### src/rtl/lock_core_multislot.sv
// lock_core_multislot: multi-slot password lock with run-time slot select,
// inactivity timeout and exponentially growing lockout after failures.
module lock_core_multislot #(
  parameter int unsigned MAX_LEN      = 8,
  parameter int unsigned NUM_SLOTS    = 4,
  parameter int unsigned PASS_CYCLES  = 36,
  parameter int unsigned FAIL_CYCLES  = 36,
  parameter int unsigned BASE_LOCK    = 90,
  parameter int unsigned MAX_SHIFT    = 3,
  parameter int unsigned IDLE_TIMEOUT = 360,
  localparam int unsigned LW = $clog2(MAX_LEN + 1),
  localparam int unsigned SW = (NUM_SLOTS > 1) ? $clog2(NUM_SLOTS) : 1
) (
  input  logic                         clock,
  input  logic                         reset,
  input  logic                         enter0,
  input  logic                         enter1,
  input  logic                         confirm,
  input  logic                         clear,
  input  logic                         algorithm_select_mode,
  input  logic [NUM_SLOTS*MAX_LEN-1:0] pw_table,
  input  logic [NUM_SLOTS*LW-1:0]      len_table,
  output logic                         unlocked,
  output logic                         fail,
  output logic                         locked,
  output logic                         entering,
  output logic                         mode_sel,
  output logic                         sel_pending,
  output logic [SW-1:0]                active_slot,
  output logic [LW-1:0]                entry_count,
  output logic [3:0]                   fail_count
);

  localparam int unsigned LOCK_MAX = BASE_LOCK << MAX_SHIFT;
  localparam int unsigned T_A      = (PASS_CYCLES > FAIL_CYCLES) ? PASS_CYCLES : FAIL_CYCLES;
  localparam int unsigned T_B      = (LOCK_MAX > IDLE_TIMEOUT) ? LOCK_MAX : IDLE_TIMEOUT;
  localparam int unsigned T_MAX    = (T_A > T_B) ? T_A : T_B;
  localparam int unsigned TW       = $clog2(T_MAX + 1);

  typedef enum logic [2:0] {
    S_IDLE, S_ENTRY, S_PASS, S_FAIL, S_LOCK, S_MODE
  } state_t;

  state_t               state_q, state_d;
  logic [4:0]           prev_q;
  logic [MAX_LEN-1:0]   code_q, code_d;
  logic                 ovf_q, ovf_d;
  logic [SW-1:0]        idx_q, idx_d;
  logic [TW-1:0]        tmr_q, tmr_d;
  logic [LW-1:0]        cnt_d;
  logic [SW-1:0]        slot_d;
  logic [3:0]           fc_d;
  logic                 selp_d;

  logic [4:0]           btn, rise;
  logic                 p_clr, p_cfm, p_sel, p_ent, p_bit, hi_none;
  logic [MAX_LEN-1:0]   pw_sel, mask;
  logic [LW-1:0]        len_sel;
  logic                 match;
  logic [3:0]           fc_m1;
  logic [TW-1:0]        lock_len;

  // Rising-edge detection and priority resolution of the buttons
  always_comb begin
    btn     = {algorithm_select_mode, clear, confirm, enter1, enter0};
    rise    = btn & ~prev_q;
    p_clr   = rise[3];
    p_cfm   = rise[2] & ~rise[3];
    p_sel   = rise[4] & ~rise[3] & ~rise[2];
    hi_none = ~rise[4] & ~rise[3] & ~rise[2];
    p_ent   = hi_none & (rise[1] ^ rise[0]);
    p_bit   = rise[1];
  end

  // Password comparison against the active slot
  always_comb begin
    pw_sel  = '0;
    len_sel = '0;
    for (int k = 0; k < NUM_SLOTS; k++) begin
      if (active_slot == SW'(k)) begin
        pw_sel  = pw_table[k*MAX_LEN +: MAX_LEN];
        len_sel = len_table[k*LW +: LW];
      end
    end
    for (int i = 0; i < MAX_LEN; i++) mask[i] = (LW'(i) < len_sel);
    match = ~ovf_q && (entry_count == len_sel) && (((code_q ^ pw_sel) & mask) == '0);
  end

  // Lockout length doubles per consecutive failure up to the cap
  always_comb begin
    fc_m1 = fail_count - 4'd1;
    if (32'(fc_m1) >= MAX_SHIFT) lock_len = TW'(LOCK_MAX);
    else                         lock_len = TW'(BASE_LOCK << fc_m1);
  end

  // Next-state and datapath update
  always_comb begin
    state_d = state_q;
    code_d  = code_q;
    cnt_d   = entry_count;
    ovf_d   = ovf_q;
    idx_d   = idx_q;
    slot_d  = active_slot;
    fc_d    = fail_count;
    selp_d  = sel_pending;
    tmr_d   = tmr_q + TW'(1);
    case (state_q)
      S_IDLE: begin
        tmr_d = '0;
        if (p_ent) begin
          state_d = S_ENTRY;
          code_d  = MAX_LEN'(p_bit);
          cnt_d   = LW'(1);
        end else if (p_sel) begin
          selp_d = 1'b1;
        end else if (p_clr) begin
          selp_d = 1'b0;
        end
      end
      S_ENTRY: begin
        if (p_clr || p_cfm) begin
          code_d = '0;
          cnt_d  = '0;
          ovf_d  = 1'b0;
          tmr_d  = '0;
          if (p_clr) begin
            state_d = S_IDLE;
          end else if (match) begin
            state_d = S_PASS;
            fc_d    = '0;
          end else begin
            state_d = S_FAIL;
            fc_d    = (fail_count == 4'd15) ? 4'd15 : fail_count + 4'd1;
            selp_d  = 1'b0;
          end
        end else if (p_sel) begin
          selp_d = 1'b1;
          tmr_d  = '0;
        end else if (p_ent) begin
          code_d = MAX_LEN'({code_q, p_bit});
          if (entry_count == LW'(MAX_LEN)) ovf_d = 1'b1;
          else                             cnt_d = entry_count + LW'(1);
          tmr_d = '0;
        end else if (tmr_q == TW'(IDLE_TIMEOUT - 1)) begin
          state_d = S_IDLE;
          code_d  = '0;
          cnt_d   = '0;
          ovf_d   = 1'b0;
          selp_d  = 1'b0;
          tmr_d   = '0;
        end
      end
      S_PASS: begin
        if (tmr_q == TW'(PASS_CYCLES - 1)) begin
          tmr_d = '0;
          if (sel_pending) begin
            state_d = S_MODE;
            selp_d  = 1'b0;
          end else begin
            state_d = S_IDLE;
          end
        end
      end
      S_FAIL: begin
        if (tmr_q == TW'(FAIL_CYCLES - 1)) begin
          state_d = S_LOCK;
          tmr_d   = '0;
        end
      end
      S_LOCK: begin
        if (tmr_q == lock_len - TW'(1)) begin
          state_d = S_IDLE;
          tmr_d   = '0;
        end
      end
      S_MODE: begin
        if (p_clr) begin
          idx_d = '0;
          tmr_d = '0;
        end else if (p_cfm) begin
          if (32'(idx_q) < NUM_SLOTS) slot_d = idx_q;
          idx_d   = '0;
          state_d = S_IDLE;
          tmr_d   = '0;
        end else if (p_ent) begin
          idx_d = SW'({idx_q, p_bit});
          tmr_d = '0;
        end else if (tmr_q == TW'(IDLE_TIMEOUT - 1)) begin
          state_d = S_IDLE;
          idx_d   = '0;
          selp_d  = 1'b0;
          tmr_d   = '0;
        end
      end
      default: begin
        state_d = S_IDLE;
        tmr_d   = '0;
      end
    endcase
  end

  // State, datapath and registered status outputs
  always_ff @(posedge clock or posedge reset) begin
    if (reset) begin
      state_q     <= S_IDLE;
      prev_q      <= '0;
      code_q      <= '0;
      ovf_q       <= 1'b0;
      idx_q       <= '0;
      tmr_q       <= '0;
      entry_count <= '0;
      active_slot <= '0;
      fail_count  <= '0;
      sel_pending <= 1'b0;
      unlocked    <= 1'b0;
      fail        <= 1'b0;
      locked      <= 1'b0;
      entering    <= 1'b0;
      mode_sel    <= 1'b0;
    end else begin
      state_q     <= state_d;
      prev_q      <= btn;
      code_q      <= code_d;
      ovf_q       <= ovf_d;
      idx_q       <= idx_d;
      tmr_q       <= tmr_d;
      entry_count <= cnt_d;
      active_slot <= slot_d;
      fail_count  <= fc_d;
      sel_pending <= selp_d;
      unlocked    <= (state_d == S_PASS);
      fail        <= (state_d == S_FAIL);
      locked      <= (state_d == S_LOCK);
      entering    <= (state_d == S_ENTRY);
      mode_sel    <= (state_d == S_MODE);
    end
  end

endmodule

### config.mk
export PLATFORM = sky130hd
export DESIGN_NAME = lock_core_multislot
export DESIGN_NICKNAME = d
export VERILOG_FILES = /design/src/rtl/lock_core_multislot.sv
export SDC_FILE = /design/constraint.sdc
export NUM_CORES = 1
export LEC_CHECK = 0
export BUFFER_PORTS_ARGS = -buffer_cell sky130_fd_sc_hd__clkbuf_2
export CAP_MARGIN = 10
export CELL_PAD_IN_SITES_DETAIL_PLACEMENT = 0
export CELL_PAD_IN_SITES_GLOBAL_PLACEMENT = 1
export CORE_MARGIN = 10
export CORE_UTILIZATION = 41
export DETAILED_ROUTE_END_ITERATION = 7
export MAX_ROUTING_LAYER = met4
export PLACE_DENSITY = 0.88
export SLEW_MARGIN = 20
export SYNTH_ARGS = -nofsm -noshare
export SYNTH_HDL_FRONTEND = slang
export SYNTH_SLANG_ARGS = --single-unit
### constraint.sdc
create_clock -name clock -period 4.39 [get_ports clock]
set_input_delay 0.6585 -clock clock [delete_from_list [all_inputs] [get_ports clock]]
set_output_delay 0.6585 -clock clock [all_outputs]
set_load 0.02 [all_outputs]
==> results.toml, run 1 <==
[synth]
mappedNetlistArea_um2 = 3123
ys.flop_type = "dfrtp_1"
yosysWarnings = 0
synth_top_family_by_area = "simple AND/OR/NAND/NOR gates"
syn_inst = 332
synth-xor-area-share_pct = 7.011
async_reset_ff_share_pct = 100.0
yosysSeqAreaShare_pct = 36.06
synth.avg_cell_area_um2 = 9.407
synth-edff-count = 0
yosysUniqueCellTypes = 50
synth-seq-cells = 45
synthAdderAreaFrac_pct = 4.808
mappedNetlistNets = 399
yosys.area_share.simple_pct = 20.75
synth-compound-area-share_pct = 17.71
synth_mux_area_share_pct = 10.74

[critical_path]
reg2reg_from = "fail_count[0]"
worst-setup-path-type = "reg2reg"
slowest_stage = "or4b_1"
cp_top_family = "compound AO/OA/AOI/OAI gates"
start_kind = "register"
crit_buf_inv = 2
r2r_slack_ns = 0.27
cp-end-kind = "register"
slowest_delay_ns = 0.59
path_max_fanout = 10
reg2reg_to = "tmr_q[5]"
arrival_ns = 4.29
reg2reg_depth = 13
cp.required_ns = 4.55
worstPathCellList = "inv_1 -> ha_1 -> xor2_2 -> inv_1 -> ha_1 -> or4b_1 -> or4_1 -> a311oi_2 -> xnor2_1 -> a2111oi_4 -> o211ai_2 -> a211oi_4 -> nor2_1"

[timing]
whs_ns = 0.4697
rsz0062_at_grt = "false"
setup_ws_ns = 0.2652
finClkSkew_ns = 0.009377
fin_crit_sh_pct = 93.96
slew_violations = 0
finalHoldViolations = 0
setup_tns_ns = 0
finalSetupViolCount = 0
slew_headroom_pct = 38.56
tightest_slew_ns = 0.9203
max_freq_mhz = 242.4
post-route-min-period_ns = 4.125

[placement]
gp_congestion = 0.8587
placement.io_buffers = 70
dp_slack_ns = 0.1887
dp_hpwl_mm = 6.224

[final_layout]
finalNetCount = 470
antenna_cells = 0
drive_gt1_share_pct = 26.49
utilization_pct = 50.57
area_delta_synth_final_pct = 18.71

[clock_tree]
numCtsBuffers = 5
clk_pin_slew_ns = 0.09
clock_latency_ns = 0.30
h-tree-depth = 2
cts_tree = "done"
clock_path_buffers = 2
root_buffer = "clkbuf_8"
clkSinkCount = 45
hold_buffers = 0

[floorplanning]
rows = 31
ios = 71
fp.dieArea_um2 = 11510
die_height_um = 107.3
core_um2 = 7331
die_w_um = 107.3
initial_core_util_pct = 42.60

[routing]
drc_errors = 0
drt_iter0_drc = 106
antenna_left = 0
wl_per_cell_um = 15.78
vias = 2722
vias_per_cell = 5.412
drt-pass1-iter-count = 4
wirelength_mm = 7.936

[outcome]
status = "finished clean"

[min_path]
min_to = "prev_q[1]"
hold_depth = 1
hold_path.class = "in2reg"
hold_path_startpoint = "enter1"

[global_route]
grtUsageTotal_pct = 13.75
grt_pass1_wl_mm = 12.78
grt_max_degree = 46
antenna_found_initial = 0
grt_pass1_vias = 2668
globalRouteOverflowTotal = 0

[power_and_ir_drop]
p_leak_uw = 0.001698
power.density_nw_per_um2 = 499.1
ir_drop_mv = 0.2546

[flow_run]
maxCapViolCount = 0
cells by family after synthesis:
| logic type | count (synthesis) |
|---|---|
| AOI/OAI and AO/OA | 78 |
| xor gates and xnor gates | 25 |
| adders and majority gates | 12 |
| buffers and inverters | 23 |
| DFF | 45 |
| muxes | 18 |
| and+or+nand+nor | 131 |
Yosys cell counts (7+ instances only):
master / count / area [um^2]
dfrtp_1: 45 / 1126
nor2_1: 44 / 165.2
nand2_1: 24 / 90.09
a21oi_1: 22 / 110.1
o21ai_0: 18 / 90.09
xnor2_1: 16 / 140.1
ha_1: 12 / 150.1
inv_1: 12 / 45.04
mux4_2: 12 / 270.3
and3_1: 11 / 68.82
nor3_1: 10 / 50.05
clkbuf_1: 9 / 33.78
nand3_1: 9 / 45.04
xor2_1: 9 / 78.83
a22o_1: 8 / 70.07
nor2b_1: 7 / 43.79
registers in the layout, summed over array words and instances (netlist names):
signal,count
mode_sel,1
entry_count,4
prev_q,5
idx_q,2
tmr_q,10
locked,1
ovf_q,1
entering,1
fail_count,4
code_q,8
unlocked,1
state_q,3
active_slot,2
sel_pending,1
fail,1
how the worst max path moves through the flow:
| stage | from | slack [ns] | cells after the start | to |
|---|---|---|---|---|
| finish | fail_count[0] | 0.27 | 13 | tmr_q[5] |
| detailed placement | fail_count[0] | 0.19 | 13 | tmr_q[2] |
| global placement | fail_count[0] | 0.31 | 13 | tmr_q[3] |
| CTS | fail_count[0] | 0.14 | 13 | tmr_q[5] |
| global route | fail_count[0] | 0.001 | 13 | tmr_q[6] |
| floorplan | fail_count[0] | 0.26 | 13 | tmr_q[2] |
routing by layer:
layer | GRT usage, % | up-vias | share of wire [%]
met5 | - | - | 0
met4 | 2.708 | 0 | 0.89
met3 | 2.575 | 9 | 2.4
met2 | 23.08 | 43 | 53
met1 | 16.88 | 1321 | 44
li1 | - | 1349 | -
placed cells by master (no fill, tap or decap), types with 9 or more instances in the layout:
| cell type | instances |
|---|---|
| dfrtp_1 | 45 |
| and3_1 | 11 |
| o21ai_0 | 18 |
| nand2_1 | 24 |
| mux4_2 | 12 |
| nor2_1 | 44 |
| xnor2_1 | 16 |
| a21oi_1 | 22 |
| nor3_1 | 10 |
| ha_1 | 12 |
| nand3_1 | 9 |
| clkbuf_2 | 70 |
| inv_1 | 11 |
area by class of cell:
cell class / count / area [um^2]
Multi-Input combinational cell: 264 / 1913
Timing Repair Buffer: 75 / 387.9
Clock buffer: 6 / 72.57
Tap cell: 99 / 123.9
Clock inverter: 2 / 38.79
Inverter: 12 / 45.04
Fill cell: 713 / 3623
Sequential cell: 45 / 1126
stage by stage:
stage               power (uW)  instance area (um^2)  std cells
floorplan                 1281                  3123        332
detailed placement        1529                  3588        495
global placement          1507                  3588        495
global route              1995                  3707        503
finish                    1850                  3707        503
CTS                       1844                  3700        503
what timing repair did:
| item | 4_1_cts | 5_1_grt |
|---|---|---|
| setup buffers | 0 | 0 |
| gates resized for setup | 0 | 1 |
| endpoints found under the setup margin | 0 | 13 |
power breakdown:
part           internal [uW]  total (uW)  switching (uW)
Combinational            387         955             567
Clock                    171         311             140
Sequential               488         584            96.0
Power figures use the tool's default switching activity.
==> run 2, diff against run 1 <==
--- a/config.mk
+++ b/config.mk
@@ -5,15 +5,16 @@
 export SDC_FILE = /design/constraint.sdc
 export NUM_CORES = 1
 export LEC_CHECK = 0
+export ABC_AREA = 1
 export BUFFER_PORTS_ARGS = -buffer_cell sky130_fd_sc_hd__clkbuf_2
 export CAP_MARGIN = 10
 export CELL_PAD_IN_SITES_DETAIL_PLACEMENT = 0
 export CELL_PAD_IN_SITES_GLOBAL_PLACEMENT = 1
 export CORE_MARGIN = 10
-export CORE_UTILIZATION = 41
+export CORE_UTILIZATION = 40
 export DETAILED_ROUTE_END_ITERATION = 7
 export MAX_ROUTING_LAYER = met4
-export PLACE_DENSITY = 0.88
+export PLACE_DENSITY = 0.9
 export SLEW_MARGIN = 20
 export SYNTH_ARGS = -nofsm -noshare
 export SYNTH_HDL_FRONTEND = slang
==> results.toml, run 2 <==
[global_route]
grt_pass1_vias = 3918
globalRouteOverflowTotal = 0
antenna_found_initial = 0
grt_max_degree = 46
grt_pass1_wl_mm = 19.15
grtUsageTotal_pct = 16.10

[floorplanning]
die_height_um = 118.6
fp.dieArea_um2 = 14060
die_w_um = 118.6
ios = 71
rows = 35
core_um2 = 9371
initial_core_util_pct = 41.48

[clock_tree]
clkSinkCount = 45
post_cts_resized = 0
clock_path_buffers = 2
hold_buffers = 0
root_buffer = "clkbuf_8"
cts_setup_buffers = 0
h-tree-depth = 2
clock_latency_ns = 0.31
numCtsBuffers = 5
clk_pin_slew_ns = 0.09
cts_tree = "done"

[routing]
wl_per_cell_um = 14.48
vias_per_cell = 5.220
vias = 4171
antenna_left = 0
wirelength_mm = 11.57
drt-pass1-iter-count = 5
drt_iter0_drc = 412
drc_errors = 0

[synth]
syn_inst = 603
yosysSeqAreaShare_pct = 28.97
synth.avg_cell_area_um2 = 6.447
yosysUniqueCellTypes = 40
mappedNetlistArea_um2 = 3887
yosys-top-cells-area = "dfrtp_1 (29%), nand2_1 (14%), inv_1 (8.9%)"
yosysWarnings = 0
yosysMostFrequentCell = "nand2_1"
ys.flop_type = "dfrtp_1"
mappedNetlistNets = 670
synth-edff-count = 0
async_reset_ff_share_pct = 100.0
yosysTopAreaCell = "dfrtp_1"
synth-seq-cells = 45
synth_common_cells = "nand2_1 (140), inv_1 (92), nand3_1 (69)"
synth.top_cell.area_share_pct = 28.97

[placement]
dp.cells = 791
gp_congestion = 0.9170
dp_hpwl_mm = 9.078
dp_slack_ns = 1.231
placement.io_buffers = 70

[final_layout]
area_delta_synth_final_pct = 14.97
largest-register = "tmr_q"
top_regs = "tmr_q: 10 flops, code_q: 8 flops, prev_q: 5 flops"
drive_gt1_share_pct = 17.46
fill_cells = 1022
most-common-layout-cells = "nand2_1 (140), inv_1 (91), clkbuf_2 (70)"
instances_no_fill = 799
largest_reg_flops = 10
antenna_cells = 0
finalNetCount = 736
layout_commonest_cell = "nand2_1"

[timing]
rsz0062_at_grt = "false"
max_freq_mhz = 323.8
post-route-min-period_ns = 3.089
setup_ws_ns = 1.301
finalSetupViolCount = 0
tightest_slew_ns = 0.9511
slew_violations = 0
slew_headroom_pct = 36.50
fin_crit_sh_pct = 70.35
finalHoldViolations = 0
finClkSkew_ns = 0.01287
whs_ns = 0.4671
setup_tns_ns = 0

[power_and_ir_drop]
power.density_nw_per_um2 = 449.3
p_leak_uw = 0.002299
ir_drop_mv = 0.1973

[critical_path]
r2r_slack_ns = 1.30
cp-end-kind = "register"
reg2reg_to = "tmr_q[3]"
reg2reg_from = "fail_count[0]"
path_max_fanout = 9
critPathCapture = "tmr_q[3]"
cp.required_ns = 4.58
arrival_ns = 3.28
crit_start = "fail_count[0]"
reg2reg_depth = 14
worst-setup-path-type = "reg2reg"
start_kind = "register"

[outcome]
status = "finished clean"

[min_path]
hold_path.class = "in2reg"

[flow_run]
maxCapViolCount = 0
==> run 2: cell types whose count changed in the layout (fill, tap and decap cells not counted), moves of 11 or more <==
cell     previous run  this run
nand4_1             0        25
a21oi_1            22        10
mux4_2             12         0
nor2_1             44        55
xnor2_1            16         0
o22ai_1             1        12
nand3_1             9        69
nand2_1            24       140
and3_1             11         0
inv_1              11        91
nand2_2             0        11
o21ai_0            18        39
==> run 2: cells by family (layout without fill, tap and decap cells) <==
group                    after synthesis  count (layout)  synth area share (%)
flip-flops                            45              45                 28.97
AND/OR/NAND/NOR                      334             334                 39.75
AO/OA/AOI/OAI                         85              85                 12.65
XOR/XNOR                              13              13                 3.283
adder cells (fa/ha/maj)               12              12                 3.862
buffers and inverters                114             181                 11.49
==> run 2: critical path: stages (launching register included) <==
cell and delay (ns):
dfrtp_1 0.48, inv_1 0.23, ha_1 0.22, inv_1 0.06, nand2_1 0.07, nand2_2 0.08, ha_1 0.22, o31ai_1 0.64
nand3_1 0.19, nand3_1 0.16, nand3_1 0.08, nor2_1 0.11, nand3_2 0.21, nand3_1 0.15, nand3_1 0.08
==> run 2: worst min path at each step <==
stage                          from   endpoint  slack, ns  cells after the start
after floorplan           prev_q[1]   idx_q[0]       0.44                      1
after global placement    prev_q[1]   idx_q[0]       0.45                      1
after detailed placement  prev_q[1]   idx_q[0]       0.46                      1
after CTS                    enter1  prev_q[1]       0.47                      1
after global routing         enter1  prev_q[1]       0.46                      1
final                        enter1  prev_q[1]       0.47                      1
==> run 2: cell type report <==
type	count	area [um^2]	area share [%]
Tap cell	129	161.4	3.611
Clock buffer	6	82.58	1.848
Inverter	101	379.1	8.483
Clock inverter	2	37.54	0.8399
Multi-Input combinational cell	444	2317	51.85
Timing Repair Buffer	72	365.4	8.175
Sequential cell	45	1126	25.20
==> run 2: power by group <==
group / internal [uW] / switching [uW] / total, uW / leakage, uW
Sequential: 488 / 123 / 611 / 0.000581
Combinational: 364 / 700 / 1060 / 0.00166
Clock: 185 / 148 / 333 / 0.0000574
Total: 1040 / 971 / 2010 / 0.00230
==> run 2: through the flow <==
| step | utilization (%) | total power, uW | cell area, um^2 |
|---|---|---|---|
| 6_report | 47.69 | 2008 | 4469 |
| 4_1_cts | 47.66 | 2000 | 4467 |
| 2_1_floorplan | - | 1403 | 3887 |
| 3_3_place_gp | 46.38 | 1653 | 4347 |
| 3_5_place_dp | 46.38 | 1664 | 4347 |
| 5_1_grt | 47.69 | 2178 | 4469 |
==> run 2: per-layer routing <==
layer | routed length [um] | global-route usage [%]
met1 | 5651 | 21.56
met2 | 5261 | 24.65
met3 | 623 | 3.522
met4 | 34 | 2.519
met5 | 0 | -
